<file path="config.mk">
export PLATFORM = sky130hd
export DESIGN_NAME = uart_tx_ctrl
export DESIGN_NICKNAME = d
export VERILOG_FILES = /design/src/rtl/uart_tx_pkg.sv /design/src/rtl/uart_tx_bit_cnt.sv /design/src/rtl/uart_tx_ctrl.sv
export SDC_FILE = /design/constraint.sdc
export NUM_CORES = 1
export LEC_CHECK = 0
export CAP_MARGIN = 20
export CORE_MARGIN = 3
export CORE_UTILIZATION = 30
export CTS_BUF_LIST = sky130_fd_sc_hd__clkbuf_8
export CTS_CLUSTER_DIAMETER = 200
export DETAILED_ROUTE_END_ITERATION = 7
export PLACE_DENSITY = 0.6
export SLEW_MARGIN = 10
export SYNTH_ARGS = -nofsm -noshare
export SYNTH_HDL_FRONTEND = slang
export SYNTH_SLANG_ARGS = --single-unit
</file>
<file path="constraint.sdc">
create_clock -name CLK -period 4.3 [get_ports CLK]
set_input_delay 0.86 -clock CLK [delete_from_list [all_inputs] [get_ports CLK]]
set_output_delay 0.86 -clock CLK [all_outputs]
set_load 0.01 [all_outputs]
</file>
<file path="src/rtl/uart_tx_pkg.sv">
// Shared definitions for the UART transmit path: frame sequencer state encoding
// and the TX output mux select codes.
package uart_tx_pkg;

  typedef enum logic [2:0] {
    StIdle   = 3'd0,
    StStart  = 3'd1,
    StData   = 3'd2,
    StParity = 3'd3,
    StStop   = 3'd4
  } tx_state_e;

  localparam logic [1:0] MUX_START = 2'b00;
  localparam logic [1:0] MUX_DATA  = 2'b01;
  localparam logic [1:0] MUX_PAR   = 2'b10;
  localparam logic [1:0] MUX_IDLE  = 2'b11;

  function automatic logic [1:0] state_mux_sel(input tx_state_e st);
    logic [1:0] sel;
    sel = MUX_IDLE;
    case (st)
      StStart:  sel = MUX_START;
      StData:   sel = MUX_DATA;
      StParity: sel = MUX_PAR;
      default:  sel = MUX_IDLE;
    endcase
    return sel;
  endfunction

endpackage

</file>
<file path="src/rtl/uart_tx_bit_cnt.sv">
// Data-bit counter for the frame sequencer: counts 0..WIDTH-1 while enabled and
// wraps to zero after the last bit.
module uart_tx_bit_cnt #(
  parameter int unsigned WIDTH = 8,
  parameter int unsigned CNT_W = $clog2(WIDTH)
) (
  input  logic clk,
  input  logic rst_n,
  input  logic en,
  input  logic clr,
  output logic last
);

  logic [CNT_W-1:0] cnt_q;

  assign last = (cnt_q == CNT_W'(WIDTH - 1));

  always_ff @(posedge clk or negedge rst_n) begin
    if (!rst_n) begin
      cnt_q <= '0;
    end else if (clr) begin
      cnt_q <= '0;
    end else if (en) begin
      cnt_q <= last ? '0 : cnt_q + 1'b1;
    end
  end

endmodule

</file>
<file path="src/rtl/uart_tx_ctrl.sv">
// UART transmit frame sequencer: steps the TX datapath through start, data,
// optional parity and stop, with all outputs registered.
module uart_tx_ctrl
  import uart_tx_pkg::*;
#(
  parameter int unsigned WIDTH = 8,
  parameter int unsigned CNT_W = $clog2(WIDTH)
) (
  input  logic       CLK,
  input  logic       RST,
  input  logic       Data_Valid,
  input  logic       PAR_EN,
  input  logic       PAR_TYP,
  output logic       data_load,
  output logic       ser_en,
  output logic [1:0] mux_sel,
  output logic       par_en_q,
  output logic       par_typ_q,
  output logic       busy
);

  tx_state_e state_q, state_d;
  logic      accept;
  logic      cnt_last;

  // A new word is taken only when the line is free or finishing its stop bit.
  assign accept = Data_Valid && ((state_q == StIdle) || (state_q == StStop));

  uart_tx_bit_cnt #(
    .WIDTH (WIDTH),
    .CNT_W (CNT_W)
  ) u_bit_cnt (
    .clk   (CLK),
    .rst_n (RST),
    .en    (state_q == StData),
    .clr   (state_q != StData),
    .last  (cnt_last)
  );

  always_comb begin
    state_d = StIdle;
    case (state_q)
      StIdle:   state_d = accept ? StStart : StIdle;
      StStart:  state_d = StData;
      StData:   state_d = cnt_last ? (par_en_q ? StParity : StStop) : StData;
      StParity: state_d = StStop;
      StStop:   state_d = accept ? StStart : StIdle;
      default:  state_d = StIdle;
    endcase
  end

  // Outputs are registered from the next state so they line up with state_q.
  always_ff @(posedge CLK or negedge RST) begin
    if (!RST) begin
      state_q   <= StIdle;
      data_load <= 1'b0;
      ser_en    <= 1'b0;
      mux_sel   <= MUX_IDLE;
      busy      <= 1'b0;
      par_en_q  <= 1'b0;
      par_typ_q <= 1'b0;
    end else begin
      state_q   <= state_d;
      data_load <= (state_d == StStart);
      ser_en    <= (state_d == StData);
      mux_sel   <= state_mux_sel(state_d);
      busy      <= (state_d != StIdle);
      if (accept) begin
        par_en_q  <= PAR_EN;
        par_typ_q <= PAR_TYP;
      end
    end
  end

endmodule

</file>
# ---- Word-level counts from Yosys, hierarchy flattened
# Cells that the tools add are included.
dict set report totals {
  register_bits 13
}
dict set report classes {
  add_sub_neg 1
  eq_ne 9
  muxes 8
  reduce_logical 6
}
# operator n
set ops {}
lappend ops {{two-way mux 3 bit} 5}
lappend ops {{== test 3 x 2 -> 1 bit (second input constant)} 4}
lappend ops {{one-hot mux 3 bit (4 select lines)} 1}
lappend ops {{== test 3 x 1 -> 1 bit (second input constant)} 2}
lappend ops {{== test 3 bit (second input constant)} 2}
lappend ops {{one-hot mux 2 bit (3 select lines)} 1}
lappend ops {{adder 3 x 1 -> 3 bit (second input constant)} 1}
lappend ops {{logical NOT 3 bit} 1}
lappend ops {{!= test 3 x 2 -> 1 bit (second input constant)} 1}
lappend ops {{nonzero test 3 bit} 1}
lappend ops {{nonzero test 2 bit} 1}
lappend ops {{OR reduction 2 bit} 1}
lappend ops {{logical AND 1 bit} 1}
lappend ops {{logical OR 1 bit} 1}
lappend ops {{two-way mux 1 bit} 1}

# ---- Depth between registers and ports, before layout
dict set report depth {
  ltp_word 7
  ltp_mapped 5
  ltp_nobuf 5
}

# ---- Cells and area by module
# Synthesis repeated with hierarchy kept, for this count alone.
dict set report hier_totals {
  cells_unflattened 44
  hier_area_um2 563.0
}
# module instances cells_per_inst area_per_inst_um2 seq_area_each_um2
set by_module_without_submodules {}
lappend by_module_without_submodules {uart_tx_ctrl 1 32 411.6 252.7}
lappend by_module_without_submodules {uart_tx_bit_cnt 1 12 151.4 75.1}

# ---- Least setup slack after synthesis
# No wires, ideal clock.
dict set report synth_timing {
  path_kind {input port to flip-flop}
  from {input Data_Valid}
  to {register par_typ_q}
  setup_time_ns 0.125
  arrival_time_ns 1.438
  slack_ns 2.738
  cell_stages 2
  path_buffers 0
  path_cell_list {nor3b_4 mux2_2}
}
dict set report synth_via {
  elab_chain_cells 1
}
# element line_no
set synth_lines {}
lappend synth_lines {{start: declaration} uart_tx_ctrl.sv:11} ;# input logic Data_Valid,
lappend synth_lines {{logical AND 1 bit} uart_tx_ctrl.sv:27} ;# assign accept = Data_Valid && ((state_q == StIdle) || (state_q == StStop));
lappend synth_lines {{end signal: assignment} uart_tx_ctrl.sv:61} ;# par_typ_q <= 1'b0;
lappend synth_lines {{end signal: assignment} uart_tx_ctrl.sv:70} ;# par_typ_q <= PAR_TYP;
lappend synth_lines {{end: declaration} uart_tx_ctrl.sv:18} ;# output logic par_typ_q,
# No other way between the ends.
# A chain may end at the register's enable or synchronous reset.

# ---- Worst setup path after layout
dict set report layout_timing {
  from {register mux_sel[1]}
  to {output mux_sel[1]}
}
# element line_no
set layout_rtl {}
lappend layout_rtl {{start: declaration} uart_tx_ctrl.sv:16} ;# output logic [1:0] mux_sel,
lappend layout_rtl {{start signal: assignment} uart_tx_ctrl.sv:66} ;# mux_sel <= state_mux_sel(state_d);
# No word-level cell between the ends.

==> results.txt <==
For the number of global-route vias before repair, the log shows 249. The count of hold-fix buffers inserted at cts came out at 0. The clock-pin slew reported for the worst setup and hold paths after clock tree synthesis was 0.05 ns. In the final routed layout, each cell accounts on average for 11.1 µm.

The slew at the pin closest to its max-slew limit came out at 0.569 ns. The largest delay contributor family on the critical path was buffers and inverters. The total number of H-tree levels is 1, and the count of endpoints failing setup in the final report is 0. For the clock network power share, the log shows 0.218. The post-synthesis sequential area ratio is 0.633, and the critical-path maximum fanout is 1. The tools report the arrival time at the worst endpoint as 1.27 ns. In this run the most used layer during global routing was met1.

TritonCTS built the clock tree. Global routing usage on met3: 0.0564. The run gives 0 as the number of max-capacitance violations reported. In this run the most critical hold path is launched from u_bit_cnt.cnt_q[0].

The part of the power in combinational logic was 0.338. The count of unresolved DRC violations after routing was 0; the total die area was 2260 µm². The floorplan has 14 rows.

For the number of gates resized after cts, the log shows 0. Global routing finished with a remaining overflow of 0. The die height works out to 47.6 µm. The tools report the starting utilization of the core area as 0.332.

For this run, the post-layout net count is 62. Counting flops and latches in the post-synthesis netlist gives 13. The minimum clock period came out at 2.13 ns. A synthesized cell averages 12.9 µm². The clock reaches the later pin of the worst-skew pair after 0.24 ns.

The met2 usage in global routing is 0.0909. The first TritonRoute pass finished after 5 iterations. Fill cells in the final layout number 144. The critical path starts at mux_sel[1].

For the final database, setup skew stands at 0.00410 ns. The pin count of the biggest net entering global routing was 14; the count of pins over their slew limit was 0. The maximum cell stage delay along the critical path is 0.52 ns, and the area growth from synthesis to layout is 32.9%. 12 I/O pins were placed. For this design the static power due to leakage is 0.000310 µW. The tree built by TritonCTS fans out to 13 sinks.

Slowest cell on the critical path: sky130_fd_sc_hd__clkdlybuf4s50_1. The count of inserted antenna diode cells is 0. Proportion of total power due to net switching: 0.300.

STA classifies the critical path startpoint as a flip-flop. The sequential cells in the finished layout cover a total of 328 µm². The tools report the power share of the sequential group as 0.444. Leaving out filler cells and counting taps, the final layout contains 70.

The synthesized instance count came out at 40. The initial antenna violation count is 0, and the post-CTS setup buffer count is 0. The met1 demand-to-capacity share in global routing came out at 0.0949. Traced cell by cell, the critical path runs through clkdlybuf4s50_1.

In this run the clock root is driven by a sky130_fd_sc_hd__clkbuf_8. STA puts the critical path data required time at 3.44 ns. The startpoint-to-endpoint class of the critical path is reg -> out. The routed design has 779 µm of wire. Critical path buffer and inverter count: 1. Synthesis instantiated 20 different standard cells from the library. The area of the mapped netlist came out at 518 µm². The tools report the number of instances in the placed design as 66. The maximum achievable frequency came out at 470 MHz. The tools report the startpoint of the most critical register-to-register path as u_bit_cnt.cnt_q[0]. The power density relative to cell area works out to 677 nW/µm². STA classifies the critical path endpoint as a primary output. Setup repair after global routing left no endpoint under its margin. The run gives 0 ns as the final setup TNS. The flow ran to the end, and the final reports show no timing, DRC or antenna violations. VDD sags by at most 0.000343 V.

The tools report the area of the core as 1560 µm². The logs give 47 for the synthesized net count and 326 µW for the cell internal power dissipation. The ratio of final minimum period to clock period was 0.494; the die extent in x was 47.6 µm. The detail route stage leaves a number of antenna-violating nets equal to 0. The multi-input combinational cells in the finished layout cover a total of 170 µm².

Summed over all nets, the switching power comes to 140 µW. Input and output buffers added on the ports amount to 11. The worst max-slew margin expressed relative to the limit is 0.619. The placed wire-length estimate is 580 µm, and the first-pass GRT wire length is 1090 µm.

The run gives 0.757 as the final estimated routing congestion in global placement. After detailed routing, the number of vias per cell comes to 4.79. The detailed-route via count was 335.

The tools report the maximum count of clock buffers along a single path as 2. TritonCTS created 3 clock buffers. Path class of the lowest-slack min-delay path: reg -> reg. The count of warnings emitted by yosys came out at 0. The detailed router finished its first iteration with 5 violations.

The count of final hold-check violations was 0; the fraction of layout cells with a size suffix above 1 was 0.185. The tools report the overall track demand over capacity in global routing as 0.0740.
-- area by class of cell --
cell class | instances | share of cell area
multi-input combinational | 22 | 0.247
clock inverter | 1 | 0.00545
inverter | 4 | 0.0218
timing repair buffer | 11 | 0.160
clock buffer | 3 | 0.0600
tap | 16 | 0.0291
sequential | 13 | 0.476
-- cells in the final DEF (no fill, tap or decap) --
| master | instances |
|---|---|
| sky130_fd_sc_hd__dfrtp_1 | 11 |
| sky130_fd_sc_hd__clkdlybuf4s50_1 | 11 |
| sky130_fd_sc_hd__inv_1 | 5 |
| sky130_fd_sc_hd__a21oi_1 | 3 |
| sky130_fd_sc_hd__clkbuf_8 | 3 |
| sky130_fd_sc_hd__nand2_1 | 2 |
| sky130_fd_sc_hd__nor2_1 | 2 |
| sky130_fd_sc_hd__o21ai_0 | 2 |
| sky130_fd_sc_hd__ha_1 | 2 |
| sky130_fd_sc_hd__dfstp_2 | 2 |
| sky130_fd_sc_hd__nor3_1 | 1 |
| sky130_fd_sc_hd__nand2b_1 | 1 |
| sky130_fd_sc_hd__or4b_4 | 1 |
| sky130_fd_sc_hd__o21ai_2 | 1 |
| sky130_fd_sc_hd__a211o_1 | 1 |
| sky130_fd_sc_hd__nor3b_4 | 1 |
| sky130_fd_sc_hd__nand4b_1 | 1 |
| sky130_fd_sc_hd__nor2_2 | 1 |
| sky130_fd_sc_hd__o31a_1 | 1 |
| sky130_fd_sc_hd__nor4b_1 | 1 |
| sky130_fd_sc_hd__mux2_2 | 1 |
-- through the flow --
stage / hold WS (ns) / total power [µW] / utilization / area [µm²] / setup WS (ns)
global placement: 0.422 / 368 / 0.413 / 643 / 2.18
detailed placement: 0.423 / 369 / 0.413 / 643 / 2.16
floorplan: 0.407 / 293 / - / 518 / 2.74
global route: 0.439 / 495 / 0.441 / 688 / 2.13
finish: 0.427 / 466 / 0.441 / 688 / 2.17
CTS: 0.432 / 472 / 0.441 / 688 / 2.16
-- flip-flops by register name (all words and copies together) (netlist names) --
name / count
par_en_q: 1
busy: 1
u_bit_cnt.cnt_q: 3
state_q: 3
ser_en: 1
par_typ_q: 1
mux_sel: 2
data_load: 1
-- cells by family after synthesis --
logic type	Yosys count	share of synthesized area
simple gates	11	0.159
mux	1	0.0217
compound gates	8	0.0990
buf+inv	5	0.0386
flops	13	0.633
fa+ha+maj	2	0.0483
-- power groups by stage --
stage | Combinational, µW | Clock (µW) | Sequential (µW)
4_1_cts | 159 | 106 | 207
3_5_place_dp | 160 | 0 | 209
3_3_place_gp | 159 | 0 | 210
5_1_grt | 171 | 110 | 213
6_report | 157 | 102 | 207
2_1_floorplan | 79.0 | 0 | 214
-- final timing paths --
check | endpoint | slack [ns] | depth (start not counted)
setup / recovery | mux_sel[1] | 2.17 | 1
hold / removal | u_bit_cnt.cnt_q[0] | 0.43 | 1
setup reg to reg | mux_sel[1] | 2.71 | 5
min in group asynchronous | u_bit_cnt.cnt_q[1] | 0.99 | 1
hold reg to reg | u_bit_cnt.cnt_q[0] | 0.43 | 1
max in group asynchronous | mux_sel[0] | 2.93 | 1
-- cells in the mapped netlist --
master / count / area [µm²]
sky130_fd_sc_hd__o31a_1: 1 / 8.76
sky130_fd_sc_hd__nand2_1: 2 / 7.51
sky130_fd_sc_hd__dfrtp_1: 11 / 275
sky130_fd_sc_hd__nand4b_1: 1 / 8.76
sky130_fd_sc_hd__nor4b_1: 1 / 8.76
sky130_fd_sc_hd__o21ai_0: 2 / 10.0
sky130_fd_sc_hd__ha_1: 2 / 25.0
sky130_fd_sc_hd__nor2_2: 1 / 6.26
sky130_fd_sc_hd__a21oi_1: 3 / 15.0
sky130_fd_sc_hd__o21ai_2: 1 / 8.76
sky130_fd_sc_hd__nor2_1: 2 / 7.51
sky130_fd_sc_hd__nand2b_1: 1 / 6.26
sky130_fd_sc_hd__or4b_4: 1 / 13.8
sky130_fd_sc_hd__nor3_1: 1 / 5.00
sky130_fd_sc_hd__dfstp_2: 2 / 52.6
sky130_fd_sc_hd__inv_1: 4 / 15.0
sky130_fd_sc_hd__mux2_2: 1 / 11.3
sky130_fd_sc_hd__buf_2: 1 / 5.00
sky130_fd_sc_hd__nor3b_4: 1 / 18.8
sky130_fd_sc_hd__a211o_1: 1 / 8.76
-- per-layer routing --
metal  routed length [µm]  part of all wire
met1                  371              0.48
met4                    0                 0
met2                  367              0.47
met3                   41             0.053
met5                    0                 0
(Power assumes the default switching activity.)
